File: src/rtl/uart_cmd_pkg.sv
// Shared types and constants for the UART command framer.
// Build option: UART_CMD_FRAMER_CKSUM_EN adds the checksum byte and CHK state.
package uart_cmd_pkg;

    localparam logic [7:0] SOF_DEFAULT       = 8'hA5;
    localparam int         FRAME_LEN_CKSUM   = 5;
    localparam int         FRAME_LEN_NOCKSUM = 4;

`ifdef UART_CMD_FRAMER_CKSUM_EN
    localparam int FRAME_LEN = FRAME_LEN_CKSUM;

    typedef enum logic [2:0] {
        ST_IDLE,
        ST_OPC,
        ST_DHI,
        ST_DLO,
        ST_CHK
    } state_e;
`else
    localparam int FRAME_LEN = FRAME_LEN_NOCKSUM;

    typedef enum logic [1:0] {
        ST_IDLE,
        ST_OPC,
        ST_DHI,
        ST_DLO
    } state_e;
`endif

    // 8-bit wraparound sum of the four checked bytes; a good frame sums to zero.
    function automatic logic [7:0] cksum8(input logic [7:0] op,
                                          input logic [7:0] hi,
                                          input logic [7:0] lo,
                                          input logic [7:0] chk);
        return op + hi + lo + chk;
    endfunction

endpackage

File: src/rtl/uart_byte_timer.sv
// Inter-byte idle counter: clears on request, counts while running, and flags
// when it has sat at TIMEOUT_CYC. Saturates so it can never wrap back to zero.
module uart_byte_timer #(
    parameter int TO_W        = 20,
    parameter int TIMEOUT_CYC = 500000
) (
    input  logic clk,
    input  logic rst,
    input  logic clear_i,
    input  logic run_i,
    output logic expired_o
);

    localparam logic [TO_W-1:0] LIMIT = TO_W'(TIMEOUT_CYC);

    logic [TO_W-1:0] cnt_q, cnt_d;

    // Next count: clear wins, otherwise count up to the limit while running.
    // NOTE: every variable gets a default at the top of always_comb so no path leaves it unassigned (no latch).
    always_comb begin
        cnt_d = cnt_q;
        if (clear_i) begin
            cnt_d = '0;
        end else if (run_i && (cnt_q != LIMIT)) begin
            cnt_d = cnt_q + TO_W'(1);
        end
    end

    // Counter register with synchronous reset.
    // NOTE: sequential state uses non-blocking (<=) so all flops update together at the edge.
    always_ff @(posedge clk) begin
        if (rst) begin
            cnt_q <= '0;
        end else begin
            cnt_q <= cnt_d;
        end
    end

    assign expired_o = run_i && (cnt_q == LIMIT);

endmodule

File: src/rtl/uart_cmd_framer.sv
// Assembles SOF/opcode/data-hi/data-lo[/checksum] byte frames into commands
// held on a one-entry valid/ready slot, with registered error pulses.
// Build option: UART_CMD_FRAMER_CKSUM_EN enables the checksum byte.
module uart_cmd_framer
    import uart_cmd_pkg::*;
#(
    parameter logic [7:0] SOF         = SOF_DEFAULT,
    parameter int         TO_W        = 20,
    parameter int         TIMEOUT_CYC = 500000
) (
    input  logic        clk,
    input  logic        rst,
    input  logic [7:0]  rx_data,
    input  logic        rx_rdy,
    output logic [7:0]  cmd_op,
    output logic [15:0] cmd_data,
    output logic        cmd_vld,
    input  logic        cmd_rdy,
    output logic        chk_err,
    output logic        to_err,
    output logic        ovr_err
);

    state_e      state_q, state_d;
    logic [7:0]  op_q, op_d;
    logic [7:0]  hi_q, hi_d;
    logic [7:0]  cmd_op_q, cmd_op_d;
    logic [15:0] cmd_data_q, cmd_data_d;
    logic        cmd_vld_q, cmd_vld_d;
    logic        to_err_q, to_err_d;
    logic        ovr_err_q, ovr_err_d;
    logic        frame_done, frame_good;
    logic [15:0] new_data;
    logic        expired;
`ifdef UART_CMD_FRAMER_CKSUM_EN
    logic [7:0]  lo_q, lo_d;
    logic        chk_err_q, chk_err_d;
`endif

    uart_byte_timer #(
        .TO_W        (TO_W),
        .TIMEOUT_CYC (TIMEOUT_CYC)
    ) u_timer (
        .clk       (clk),
        .rst       (rst),
        .clear_i   (rx_rdy || (state_q == ST_IDLE)),
        .run_i     (state_q != ST_IDLE),
        .expired_o (expired)
    );

    // Frame FSM, shadow capture, frame evaluation and output-slot control.
    always_comb begin
        state_d    = state_q;
        op_d       = op_q;
        hi_d       = hi_q;
        cmd_op_d   = cmd_op_q;
        cmd_data_d = cmd_data_q;
        cmd_vld_d  = cmd_vld_q;
        to_err_d   = 1'b0;
        ovr_err_d  = 1'b0;
        frame_done = 1'b0;
        frame_good = 1'b0;
`ifdef UART_CMD_FRAMER_CKSUM_EN
        lo_d       = lo_q;
        chk_err_d  = 1'b0;
        new_data   = {hi_q, lo_q};
`else
        new_data   = {hi_q, rx_data};
`endif

        case (state_q)
            ST_IDLE: if (rx_rdy && (rx_data == SOF)) state_d = ST_OPC;
            ST_OPC: if (rx_rdy) begin
                op_d    = rx_data;
                state_d = ST_DHI;
            end
            ST_DHI: if (rx_rdy) begin
                hi_d    = rx_data;
                state_d = ST_DLO;
            end
`ifdef UART_CMD_FRAMER_CKSUM_EN
            ST_DLO: if (rx_rdy) begin
                lo_d    = rx_data;
                state_d = ST_CHK;
            end
            ST_CHK: if (rx_rdy) begin
                state_d    = ST_IDLE;
                frame_done = 1'b1;
                frame_good = (cksum8(op_q, hi_q, lo_q, rx_data) == 8'h00);
            end
`else
            ST_DLO: if (rx_rdy) begin
                state_d    = ST_IDLE;
                frame_done = 1'b1;
                frame_good = 1'b1;
            end
`endif
            default: state_d = ST_IDLE;
        endcase

        // A strobe in the expiry cycle wins over the timeout.
        if (expired && !rx_rdy) begin
            state_d  = ST_IDLE;
            to_err_d = 1'b1;
        end

        // Output slot: load when empty or being drained this cycle, else overrun.
        if (frame_done && frame_good) begin
            if (!cmd_vld_q || cmd_rdy) begin
                cmd_op_d   = op_q;
                cmd_data_d = new_data;
                cmd_vld_d  = 1'b1;
            end else begin
                ovr_err_d = 1'b1;
            end
        end else if (cmd_vld_q && cmd_rdy) begin
            cmd_vld_d = 1'b0;
        end

`ifdef UART_CMD_FRAMER_CKSUM_EN
        chk_err_d = frame_done && !frame_good;
`endif
    end

    // State, shadow and output registers with synchronous reset.
    // NOTE: the shadow bytes are reset too, so nothing downstream ever sees X after reset.
    always_ff @(posedge clk) begin
        if (rst) begin
            state_q    <= ST_IDLE;
            op_q       <= '0;
            hi_q       <= '0;
            cmd_op_q   <= '0;
            cmd_data_q <= '0;
            cmd_vld_q  <= 1'b0;
            to_err_q   <= 1'b0;
            ovr_err_q  <= 1'b0;
`ifdef UART_CMD_FRAMER_CKSUM_EN
            lo_q       <= '0;
            chk_err_q  <= 1'b0;
`endif
        end else begin
            state_q    <= state_d;
            op_q       <= op_d;
            hi_q       <= hi_d;
            cmd_op_q   <= cmd_op_d;
            cmd_data_q <= cmd_data_d;
            cmd_vld_q  <= cmd_vld_d;
            to_err_q   <= to_err_d;
            ovr_err_q  <= ovr_err_d;
`ifdef UART_CMD_FRAMER_CKSUM_EN
            lo_q       <= lo_d;
            chk_err_q  <= chk_err_d;
`endif
        end
    end

    assign cmd_op   = cmd_op_q;
    assign cmd_data = cmd_data_q;
    assign cmd_vld  = cmd_vld_q;
    assign to_err   = to_err_q;
    assign ovr_err  = ovr_err_q;
`ifdef UART_CMD_FRAMER_CKSUM_EN
    assign chk_err  = chk_err_q;
`else
    assign chk_err  = 1'b0;
`endif

endmodule

File: config.mk
export PLATFORM = sky130hd
export DESIGN_NAME = uart_cmd_framer
export DESIGN_NICKNAME = d
export VERILOG_FILES = /design/src/rtl/uart_cmd_pkg.sv /design/src/rtl/uart_byte_timer.sv /design/src/rtl/uart_cmd_framer.sv
export SDC_FILE = /design/constraint.sdc
export NUM_CORES = 1
export LEC_CHECK = 0
export ABC_AREA = 1
export CAP_MARGIN = 20
export CELL_PAD_IN_SITES_DETAIL_PLACEMENT = 0
export CELL_PAD_IN_SITES_GLOBAL_PLACEMENT = 1
export CORE_MARGIN = 2
export CORE_UTILIZATION = 35
export DETAILED_ROUTE_END_ITERATION = 8
export HOLD_SLACK_MARGIN = 0.02
export PLACE_DENSITY = 0.76
export SETUP_SLACK_MARGIN = 0.2
export SYNTH_ARGS = -nofsm -noshare
export SYNTH_HDL_FRONTEND = slang
export SYNTH_SLANG_ARGS = --single-unit
File: constraint.sdc
create_clock -name clk -period 3.5 [get_ports clk]
set_input_delay 0.35 -clock clk [delete_from_list [all_inputs] [get_ports clk]]
set_output_delay 0.35 -clock clk [all_outputs]
set_load 0.02 [all_outputs]
==> results_dict.tcl <==
set metrics [dict create \
    min-delay-start "op_q[2]" \
    path_class "in -> reg" \
    power_density_nw_per_um2 405 \
    outcome "complete, no violations" \
    cp_slowest_cell "clkdlybuf4s50_1" \
    final_hold_viol_count 0 \
    clock_path_buffers 2 \
    clk_pin_slew_ns 0.08 \
    synth_mux_area_share_pct 0 \
    grt_pass1_wl_um 12500 \
    cp-start-kind "primary input" \
    htreeDepth 3 \
    cts_hold_buf 0 \
    cp-end-kind "flop" \
    min_period_ns 1.80 \
    synth.largest_area_cell "dfxtp_1" \
    nFillCells 867 \
    gp_congestion 0.806 \
    slew_viol_final 0 \
    yosysTopAreaCellShare_pct 43.3 \
    cpMostUsedCell "nor2_1" \
    met2_wirelength_um 3400 \
    wl_per_cell_um 12.5 \
    synth_ff_type "dfxtp_1" \
    cts_buffers 9 \
    relSlewSlack_pct 36.2 \
    dp_hpwl_um 4930 \
    rr_worst_depth 7 \
    ys_seq_area_share_pct 43.3 \
    port_buffers 38 \
    grt_max_degree 42 \
    vias 2652 \
    cts_sinks 65 \
    root_buffer "clkbuf_8" \
    synth_edf_count 0 \
    antenna_left 0 \
    critPathMaxStageDelay_ns 0.55 \
    synthXorXnorAreaFrac_pct 3.50 \
    hold_class "reg -> reg" \
    die_w_um 96.6 \
    fin_crit_sh_pct 51.5 \
    start_util_pct 36.4 \
    postCtsSetupBuffers 0 \
    synth_fa_ha_area_share_pct 2.50 \
    clk_latency_ns 0.34 \
    synth_nets 439 \
    worst_pin_slew_ns 0.956 \
    wl_um 7070 \
    synth_cells 421 \
    n_antenna_cell 0 \
    core_area_um2 8260 \
    cts_resized 0 \
    hold_end "cmd_op[2]" \
    die_height_um 96.6 \
    num_rows 33 \
    yosys.area_share.simple_pct 29.6 \
    firstDrtPassIters 4 \
    synth_compound_gate_area_share_pct 12.8 \
    finalSetupViolations 0 \
    remaining_drc_errors 0 \
    top_layer "met4" \
    cp.buffers_inverters 3 \
    arrival_ns 2.04 \
    syn_to_final_growth_pct 21.7 \
    path_cells "clkdlybuf4s50_1 > nand2_1 > a21oi_2 > buf_4 > inv_1 > nor2_1 > nor2_1" \
    path_delay_family "buffers and inverters" \
    wirelength_met1_um 3310 \
    rsz0062_at_grt "no" \
    leakage_uw 0.00140 \
    grt_use_total_pct 16.3 \
    dr_wl_met3_um 301 \
    ys_ff_latch 65 \
    min_path_cells 2 \
    synth_area_leaders "dfxtp_1, nor2_1, nand2_1" \
    synthesis.area_um2 3000 \
    drv_cap 0 \
    die-area_um2 9340 \
    ir_drop_mv 0.240 \
    tritoncts "done" \
    pin_count 40 \
    cp_max_fo 28 \
    drive_above_1_share_pct 8.03 \
    max_freq_mhz 555 \
    setup_tns_ns 0 \
    antenna_found_initial 0 \
    async_flop_share_pct 0 \
    synth_top_family_by_area "simple AND/OR/NAND/NOR gates" \
    critPathRequiredTime_ns 3.73 \
    yosysMostFrequentCell "nor2_1" \
    drt-initial-drc-count 99 \
    reg2reg_from "state_q[1]" \
    synth_warnings 0 \
    regToRegEndpoint "cmd_data[14]" \
    grt_pass1_vias 2641 \
    whs_ns 0.483 \
    clock_skew_ns 0.00903 \
    nets 474 \
    rrSetupSlack_ns 1.70 \
    synth_cell_types 28 \
    synth.avg_cell_area_um2 7.13 \
    grt_remaining_overflow 0 \
    drt-vias-per-instance 4.69 \
    synth_commonest_cells "nor2_1, nand2_1, dfxtp_1, o21ai_0, inv_1" \
]
cell usage in the layout, fill, tap and decap left out, drive strengths merged:
| cell | instances |
|---|---|
| a21oi | 29 |
| a31o | 1 |
| and2 | 1 |
| buf | 2 |
| bufinv | 2 |
| clkbuf | 10 |
| clkdlybuf4s50 | 38 |
| clkinv | 2 |
| clkinvlp | 1 |
| conb | 1 |
| dfxtp | 65 |
| ha | 6 |
| inv | 41 |
| nand2 | 79 |
| nand3 | 21 |
| nand4 | 2 |
| nor2 | 97 |
| nor3 | 7 |
| o21ai | 44 |
| xnor2 | 1 |
| xor2 | 11 |
routing by layer:
| layer | track usage (%) | up-vias |
|---|---|---|
| met5 | 0 | - |
| met4 | 5.20 | 0 |
| met3 | 5.27 | 4 |
| met2 | 26.8 | 54 |
| met1 | 20.3 | 1199 |
| li1 | - | 1395 |
flip-flops by register name, summed over array words and instances, names as in the netlist:
| register | flops |
|---|---|
| cmd_data | 16 |
| cmd_op | 8 |
| cmd_vld | 1 |
| hi_q | 8 |
| op_q | 8 |
| ovr_err | 1 |
| state_q | 2 |
| to_err | 1 |
| u_timer.cnt_q | 20 |
stage by stage:
step                      util (%)  power [µW]  cells  worst slack, ns  instance area (µm²)
after floorplan                  -         773    421             1.97                 3000
after global placement        41.6         793    550             1.38                 3440
after detailed placement      41.6         793    550             1.33                 3440
after CTS                     44.3        1500    566             1.68                 3650
after global routing          44.3        1540    566             1.46                 3650
final                         44.3        1480    566             1.70                 3650
worst min-delay path, stage by stage (launching register included):
cell	delay, ns
dfxtp_1	0.33
nor2_1	0.05
nor2_1	0.08
worst max path at each step:
stage | start | end | slack, ns | cells after the start
after floorplan | state_q[0] | u_timer.cnt_q[10] | 1.97 | 8
after global placement | rx_rdy | cmd_data[14] | 1.38 | 7
after detailed placement | rx_rdy | cmd_data[14] | 1.33 | 7
after CTS | state_q[1] | cmd_data[14] | 1.68 | 7
after global routing | state_q[1] | cmd_op[2] | 1.46 | 7
final | rx_rdy | cmd_data[14] | 1.70 | 7
report_power, final:
part | internal, µW | total, µW | switching (µW)
logic | 15.3 | 35.9 | 20.6
clock network | 404 | 705 | 301
registers | 739 | 740 | 0.214
total | 1160 | 1480 | 322
cell type report:
type                    instances  area [µm²]  share of cell area (%)
flip-flops and latches         65        1300                    35.6
clock buffers                  10         128                    3.49
inverters                      40         150                    4.11
clock inverters                 6        90.1                    2.46
well taps                     105         131                    3.59
repair buffers                 40         395                    10.8
multi-input cells             300        1460                    39.9
kinds of logic (layout without fill, tap and decap cells):
family / count (synthesis) / in the layout
buf+inv: 56 / 96
fa+ha+maj: 6 / 6
compound gates: 74 / 74
flops: 65 / 65
other cells: 1 / 1
xor+xnor: 12 / 12
simple gates: 207 / 207
Power figures use the tool's default switching activity.
